### config.mk
export PLATFORM = sky130hd
export DESIGN_NAME = spi_cfg_master
export DESIGN_NICKNAME = d
export VERILOG_FILES = /design/src/rtl/spi_cfg_master.sv
export SDC_FILE = /design/constraint.sdc
export NUM_CORES = 1
export LEC_CHECK = 0
export ABC_AREA = 1
export CAP_MARGIN = 15
export CORE_ASPECT_RATIO = 1.5
export CORE_UTILIZATION = 42
export DETAILED_ROUTE_END_ITERATION = 12
export PLACE_DENSITY = 0.8
export SLEW_MARGIN = 20
export SYNTH_ARGS = -nofsm -noshare
export SYNTH_HDL_FRONTEND = slang
export SYNTH_SLANG_ARGS = --single-unit
### constraint.sdc
create_clock -name clk -period 1.9 [get_ports clk]
set_clock_uncertainty 0.15 [all_clocks]
set_input_delay 0.19 -clock clk [delete_from_list [all_inputs] [get_ports clk]]
set_output_delay 0.19 -clock clk [all_outputs]
set_load 0.03 [all_outputs]
### src/rtl/spi_cfg_master.sv
// spi_cfg_master: parametrised SPI configuration master.
// One DATA_W-bit word is sent MSB first per transaction.
// Any of the four CPOL/CPHA modes can be used, on one of NUM_CS chip selects.
// The start/busy/done handshake wraps each frame.
// Optional feature macro: SPI_CFG_READBACK_EN.
//   Defined: MISO is captured and presented on rx_data at done.
//   Undefined: rx_data is tied to zero and miso is ignored.
module spi_cfg_master #(
  parameter int DATA_W  = 32,
  parameter int NUM_CS  = 2,
  parameter int SEL_W   = 1,
  parameter int CLK_DIV = 4
) (
  input  logic              clk,
  input  logic              rst,
  input  logic              start,
  input  logic [DATA_W-1:0] tx_data,
  input  logic              cpol,
  input  logic              cpha,
  input  logic [SEL_W-1:0]  cs_sel,
  output logic              busy,
  output logic              done,
  output logic [DATA_W-1:0] rx_data,
  output logic              sclk,
  output logic              mosi,
  input  logic              miso,
  output logic [NUM_CS-1:0] cs_n
);

  localparam int DW = (CLK_DIV > 1) ? $clog2(CLK_DIV) : 1;
  localparam int EW = $clog2(2 * DATA_W + 1);
  localparam logic [DW-1:0] DIV_MAX   = DW'(CLK_DIV - 1);
  localparam logic [DW-1:0] DIV_ONE   = DW'(1);
  localparam logic [EW-1:0] EDGE_ONE  = EW'(1);
  localparam logic [EW-1:0] LAST_EDGE = EW'(2 * DATA_W - 1);

  typedef enum logic [1:0] {
    IDLE  = 2'd0,
    SETUP = 2'd1,
    SHIFT = 2'd2,
    HOLD  = 2'd3
  } state_t;

  state_t              state_r, state_s;
  logic [DW-1:0]       div_r, div_s;
  logic [EW-1:0]       edge_r, edge_s;
  logic [DATA_W-1:0]   sh_r, sh_s;
  logic                cpol_q_r, cpol_q_s;
  logic                cpha_q_r, cpha_q_s;
  logic [SEL_W-1:0]    sel_r, sel_s;
  logic                cpol_idle_r;
  logic                sclk_r, sclk_s;
  logic                mosi_r, mosi_s;
  logic [NUM_CS-1:0]   cs_n_r, cs_n_s;
  logic                busy_r, busy_s;
  logic                done_r, done_s;
  logic                valid_sel_s;
  logic                leading_s;
`ifdef SPI_CFG_READBACK_EN
  logic [DATA_W-1:0]   rx_sh_r, rx_sh_s;
  logic [DATA_W-1:0]   rx_data_r, rx_data_s;
`else
  logic                unused_miso_s;
`endif

  assign valid_sel_s = ({1'b0, cs_sel} < (SEL_W + 1)'(NUM_CS));
  // Edges are numbered from 1, so an even count of edges done means the next edge is odd (leading).
  assign leading_s   = ~edge_r[0];

  // Next-state and next-output logic for the frame sequencer.
  always_comb begin
    state_s  = state_r;
    div_s    = div_r;
    edge_s   = edge_r;
    sh_s     = sh_r;
    cpol_q_s = cpol_q_r;
    cpha_q_s = cpha_q_r;
    sel_s    = sel_r;
    sclk_s   = sclk_r;
    mosi_s   = mosi_r;
    cs_n_s   = cs_n_r;
    busy_s   = busy_r;
    done_s   = 1'b0;
`ifdef SPI_CFG_READBACK_EN
    rx_sh_s   = rx_sh_r;
    rx_data_s = rx_data_r;
`endif
    case (state_r)
      IDLE: begin
        sclk_s = cpol_idle_r;
        mosi_s = 1'b0;
        cs_n_s = '1;
        busy_s = 1'b0;
        if (start && valid_sel_s) begin
          state_s  = SETUP;
          div_s    = DIV_MAX;
          edge_s   = '0;
          sh_s     = tx_data;
          cpol_q_s = cpol;
          cpha_q_s = cpha;
          sel_s    = cs_sel;
          sclk_s   = cpol;
          // In CPHA=0 the slave samples on the very first edge, so the MSB must be on the wire already.
          mosi_s   = cpha ? 1'b0 : tx_data[DATA_W-1];
          cs_n_s   = ~(NUM_CS'(1) << cs_sel);
          busy_s   = 1'b1;
`ifdef SPI_CFG_READBACK_EN
          rx_sh_s  = '0;
`endif
        end else begin
          state_s = IDLE;
        end
      end
      SETUP: begin
        if (div_r == '0) begin
          state_s = SHIFT;
          div_s   = DIV_MAX;
        end else begin
          div_s = div_r - DIV_ONE;
        end
      end
      SHIFT: begin
        if (div_r == '0) begin
          div_s  = DIV_MAX;
          sclk_s = ~sclk_r;
          edge_s = edge_r + EDGE_ONE;
`ifdef SPI_CFG_READBACK_EN
          // Capture uses the miso value present before this SCLK edge.
          if (leading_s ^ cpha_q_r) begin
            rx_sh_s = {rx_sh_r[DATA_W-2:0], miso};
          end else begin
            rx_sh_s = rx_sh_r;
          end
`endif
          if (cpha_q_r) begin
            if (leading_s) begin
              mosi_s = sh_r[DATA_W-1];
              sh_s   = sh_r << 1;
            end else begin
              mosi_s = mosi_r;
            end
          end else begin
            // Last trailing edge does not shift, so mosi keeps the LSB into HOLD.
            if (!leading_s && (edge_r != LAST_EDGE)) begin
              mosi_s = sh_r[DATA_W-2];
              sh_s   = sh_r << 1;
            end else begin
              mosi_s = mosi_r;
            end
          end
          if (edge_r == LAST_EDGE) begin
            state_s = HOLD;
          end else begin
            state_s = SHIFT;
          end
        end else begin
          div_s = div_r - DIV_ONE;
        end
      end
      HOLD: begin
        if (div_r == '0) begin
          state_s = IDLE;
          busy_s  = 1'b0;
          done_s  = 1'b1;
          cs_n_s  = '1;
          mosi_s  = 1'b0;
`ifdef SPI_CFG_READBACK_EN
          rx_data_s = rx_sh_r;
`endif
        end else begin
          div_s = div_r - DIV_ONE;
        end
      end
      default: begin
        state_s = IDLE;
        busy_s  = 1'b0;
        cs_n_s  = '1;
        mosi_s  = 1'b0;
      end
    endcase
  end

  // State and registered-output update; reset returns every output to idle immediately.
  always_ff @(posedge clk or posedge rst) begin
    if (rst) begin
      state_r     <= IDLE;
      div_r       <= '0;
      edge_r      <= '0;
      sh_r        <= '0;
      cpol_q_r    <= 1'b0;
      cpha_q_r    <= 1'b0;
      sel_r       <= '0;
      cpol_idle_r <= 1'b0;
      sclk_r      <= 1'b0;
      mosi_r      <= 1'b0;
      cs_n_r      <= '1;
      busy_r      <= 1'b0;
      done_r      <= 1'b0;
    end else begin
      state_r     <= state_s;
      div_r       <= div_s;
      edge_r      <= edge_s;
      sh_r        <= sh_s;
      cpol_q_r    <= cpol_q_s;
      cpha_q_r    <= cpha_q_s;
      sel_r       <= sel_s;
      cpol_idle_r <= cpol;
      sclk_r      <= sclk_s;
      mosi_r      <= mosi_s;
      cs_n_r      <= cs_n_s;
      busy_r      <= busy_s;
      done_r      <= done_s;
    end
  end

`ifdef SPI_CFG_READBACK_EN
  // MISO capture shift register and the readback word presented at done.
  always_ff @(posedge clk or posedge rst) begin
    if (rst) begin
      rx_sh_r   <= '0;
      rx_data_r <= '0;
    end else begin
      rx_sh_r   <= rx_sh_s;
      rx_data_r <= rx_data_s;
    end
  end
  assign rx_data = rx_data_r;
`else
  assign unused_miso_s = miso;
  assign rx_data       = '0;
`endif

  assign busy = busy_r;
  assign done = done_r;
  assign sclk = sclk_r;
  assign mosi = mosi_r;
  assign cs_n = cs_n_r;

endmodule

; Yosys cells after proc, flatten, opt, wreduce, memory -nomap -nowiden
; Index checks and enable logic that the tools add are counted.
[op_classes]
eq_ne = 12
reduce_logical = 15
shift = 1
bitwise = 2
addsub = 2
muxes = 37
[ops]
columns = cell, n
row1 = 32-bit 2-to-1 mux, 5
row2 = 32-bit one-hot mux with 2 select lines, 1
row3 = 2-bit 2-to-1 mux, 8
row4 = 1-bit 2-to-1 mux, 14
row5 = 7-bit 2-to-1 mux, 2
row6 = 7-bit one-hot mux with 2 select lines, 1
row7 = 2-bit != test (second input constant), 5
row8 = 5-bit AND reduction, 2
row9 = 2-bit one-hot mux with 4 select lines, 1
row10 = 2-bit AND reduction, 4
row11 = 7-bit by 1-bit adder with 7-bit output (second input constant), 1
row12 = 7-bit by 6-bit equality test with 1-bit output (second input constant), 1
row13 = 7-bit by 6-bit != test with 1-bit output (second input constant), 1
row14 = 3-bit != test (second input constant), 2
row15 = 2-bit one-hot mux with 3 select lines, 1
row16 = 3-bit AND reduction, 2
row17 = 2-bit equality test (second input constant), 2
row18 = 2-bit logical NOT, 2
row19 = 1-bit one-hot mux with 2 select lines, 2
row20 = 2-bit one-hot mux with 2 select lines, 1
row21 = 2-bit nonzero test, 2
row22 = 1-bit one-hot mux with 3 select lines, 1
row23 = 3-bit nonzero test, 1
row24 = 2-bit by 1-bit equality test with 1-bit output (second input constant), 1
row25 = other kinds (6), 6
[totals]
output_inout_bits = 38
reg_bits = 51

; Logic depth before layout (Yosys ltp)
[depth]
ltp_word = 6
mapped_depth = 12

; Worst setup path before layout
; No wires, ideal clock.
[synth_path]
kind = reg2reg
startpoint = register state_r[0]
endpoint = register sh_r[21]
n_path_buf = 2
slack_ps = 162
period_less_slack_ps = 1738
setup_time_ps = 117
required_time_ps = 1633
arrival_ps = 1470
stages_incl_launch_ff = 11
path_cell_list = dfrtp_1 > inv_1 > ha_1 > buf_6 > inv_2 > or2_1 > nand2_1 > nand2_2 > buf_2 > nand4_1 > nand2_1
[synth_via]
elab_chain_len = 3
elab_cells_between_ends = 9
[synth_lines]
columns = item, line
row1 = from (decl), 44  ; state_t state_r, state_s;
row2 = from (signal assigned), 200  ; state_r <= state_s;
row3 = 2-bit equality test or 2-bit logical NOT (tied branches), --
row4 = 3-bit != test (no source line) (tied with other cells), --
row5 = 5-bit AND reduction (no source line), --
row6 = to (signal assigned), 203  ; sh_r <= sh_s;
row7 = to (decl), 47  ; logic [DATA_W-1:0] sh_r, sh_s;
; Parallel ways exist; a longest one is shown, timed or not.
; A chain may end at the register's enable or synchronous reset.

; Final worst setup path
[layout_path]
startpoint = register cs_n_r[0] (netlist: cs_n[0])
endpoint = output port cs_n[0]
[layout_rtl]
columns = item, line
row1 = from (decl), 54  ; logic [NUM_CS-1:0] cs_n_r, cs_n_s;
row2 = from (signal assigned), 210  ; cs_n_r <= cs_n_s;
row3 = to (decl), 27  ; output logic [NUM_CS-1:0] cs_n
; No word-level cell between the ends.

==> flow_metrics.tcl <==
set metrics [dict create \
    status "finished, final reports clean" \
    synth.area.top_cells "dfrtp_1, nand2_1, nand4_1, buf_4, inv_1" \
    wire_per_inst_um 12.8 \
    coreArea_um2 6940 \
    numClockSinks 51 \
    dpl_cell_area_um2 3500 \
    arrival_ns 1.52 \
    via_per_inst 5.16 \
    dpl.hpwl_um 4610 \
    grt_max_degree 52 \
    ys_ff_latch 51 \
    syn_avg_cell_area_um2 7.41 \
    synth_ff_type "dfrtp_1" \
    min_period_ns 1.86 \
    internal_power_w 0.00149 \
    crit_buf_inv 1 \
    syn-cell-area_um2 3070 \
    setup_viol 0 \
    diodes 0 \
    hold_viol_final 0 \
    rows 37 \
    remaining_drc_errors 0 \
    drt-initial-drc-count 205 \
    crit_required_ns 1.56 \
    synthCells 414 \
    antenna_found_initial 0 \
    p_sw_w 0.000474 \
    cts_tree "yes" \
    cts_max_path_buffers 2 \
    path_delay_family "buffers and inverters" \
    cp_slowest_cell "clkdlybuf4s50_1" \
    hold_buffers 0 \
    power_per_cell_area_nw_per_um2 525 \
    swShare_pct 24.1 \
    place.gp.congestion 0.873 \
    layout-drive-gt1-share_pct 10.5 \
    period_share_pct 97.8 \
    final_cell_area_um2 3740 \
    synth_common_cells "nand2_1, dfrtp_1, nand4_1" \
    n_fill_cell 644 \
    synthDistinctLibCells 29 \
    grt_pass1_wl_um 11700 \
    die-area_um2 7660 \
    io_pins 77 \
    drv_cap 0 \
    via_count 2812 \
    ys.warnings.count 0 \
    root_buffer "clkbuf_8" \
    final_util_pct 53.9 \
    cts_buffers 5 \
    combPwrFrac_pct 9.8 \
    finalNetCount 511 \
    crit_type "reg -> out" \
    seq_area_frac_synth_pct 41.7 \
    slew_viol_final 0 \
    hp-class "in -> async" \
    clk_pin_slew_ns 0.09 \
    antenna_left 0 \
    start_util_pct 44.2 \
    drt-total-wl_um 6960 \
    grt_pass1_vias 2753 \
    endpoint_kind "primary output" \
    crit_chain "clkdlybuf4s50_1" \
    synthToLayoutAreaGrowth_pct 21.9 \
    fp.dieW_um 71.8 \
    die_h_um 107 \
    p_leak_nw 2.05 \
    path_max_fanout 2 \
    synth_edf_count 0 \
    yosysMostFrequentCell "nand2_1" \
    seqPwrFrac_pct 55.3 \
    ir_drop_mv 0.443 \
    htreeDepth 2 \
    pre_cts_ws_ns -0.127 \
    drt-pass1-iter-count 4 \
    max_freq_mhz 538 \
    grt-ovfl-total 0 \
    fin_ws_ns 0.0415 \
    async_reset_ff_share_pct 100 \
    io_buffer_count 43 \
    rsz0062_at_grt "true" \
    synth.top_cell.area_share_pct 40.0 \
    worstSetupStartpointType "register" \
    crit_path_max_incr_delay_ns 0.67 \
    synth_largest_area_cell "dfrtp_1" \
    grt_usage_pct 18.8 \
    clkLatencyLatePin_ns 0.30 \
    p_clk_share_pct 34.9 \
]
-- registers in the layout, indices dropped and copies added, names as in the netlist --
signal	count
cpha_q_r	1
state_r	2
busy	1
sclk	1
div_r	2
cpol_idle_r	1
sh_r	32
mosi	1
edge_r	7
done	1
cs_n	2
-- metrics by stage --
stage	setup TNS, ns	hold WS [ns]	std cells	power (W)
6_report	0	0.0829	545	0.00196
5_1_grt	-0.258	0.123	545	0.00203
4_1_cts	-0.00169	0.104	542	0.00198
3_5_place_dp	-3.35	0.309	533	0.00130
3_3_place_gp	-1.96	0.303	533	0.00130
2_1_floorplan	0	0.0714	445	0.00126
-- per-layer routing --
| metal | part of all wire (%) | global-route usage, % | vias up |
|---|---|---|---|
| met4 | 1.4 | 6.86 | 0 |
| met1 | 41 | 22.3 | 1335 |
| met3 | 4.5 | 2.07 | 11 |
| met5 | 0 | 0 | - |
| met2 | 53 | 34.5 | 94 |
| li1 | - | - | 1372 |
-- layout make-up --
cell class / instances / area, µm² / area share [%]
Tap cell: 78 / 97.6 / 2.61
Clock buffer: 7 / 96.3 / 2.58
Multi-Input combinational cell: 317 / 1510 / 40.4
Inverter: 26 / 110 / 2.94
Timing Repair Buffer: 65 / 639 / 17.1
Sequential cell: 51 / 1280 / 34.2
Clock inverter: 1 / 7.51 / 0.201
-- path summary, 6_finish.rpt --
check,from,end,slack [ns],cells past startpoint
worst max-delay path,cs_n[0]$_DFFE_PP1P_,cs_n[0],0.04,1
worst max register to register,state_r[0]$_DFFE_PP0P_,sh_r[14]$_DFFE_PP0P_,0.08,9
worst min-delay path,rst,sh_r[14]$_DFFE_PP0P_,0.08,3
worst min register to register,sh_r[16]$_DFFE_PP0P_,sh_r[16]$_DFFE_PP0P_,0.33,2
max in group asynchronous,rst,cs_n[1]$_DFFE_PP1P_,1.22,3
min in group clk,cpol,cpol_idle_r$_DFF_PP0_,0.19,1
-- cells in the final DEF, fill, tap and decap left out, types with 11 or more instances in the layout --
cell type and count:
buf_4 16, clkdlybuf4s50_1 43, conb_1 32, dfrtp_1 49, inv_1 21, nand2_1 188
nand4_1 39, nor2_1 11, o21ai_0 15
-- repair_timing --
action / 4_1_cts / 5_1_grt
buffers inserted: 0 / 1
hold endpoints to repair: 0 / 0
gates cloned: 1 / 2
endpoints found under the setup margin: 33 / 36
gates resized for setup: 3 / 17
-- cell families after synthesis --
group / share of synthesized area (%)
other: 0.122
adders and majority gates: 2.45
buffers and inverters: 15.9
xor gates and xnor gates: 0.286
AOI/OAI and AO/OA: 4.49
and+or+nand+nor: 35.1
DFF: 41.7
-- power groups by stage --
stage	combinational, W	sequential, W	clock (W)
5_1_grt	0.000207	0.00109	0.000734
2_1_floorplan	0.000151	0.00111	0
3_5_place_dp	0.000192	0.00111	0
3_3_place_gp	0.000192	0.00111	0
6_report	0.000192	0.00109	0.000686
4_1_cts	0.000193	0.00109	0.000706
Note: power is estimated with default switching activity, not from simulation.
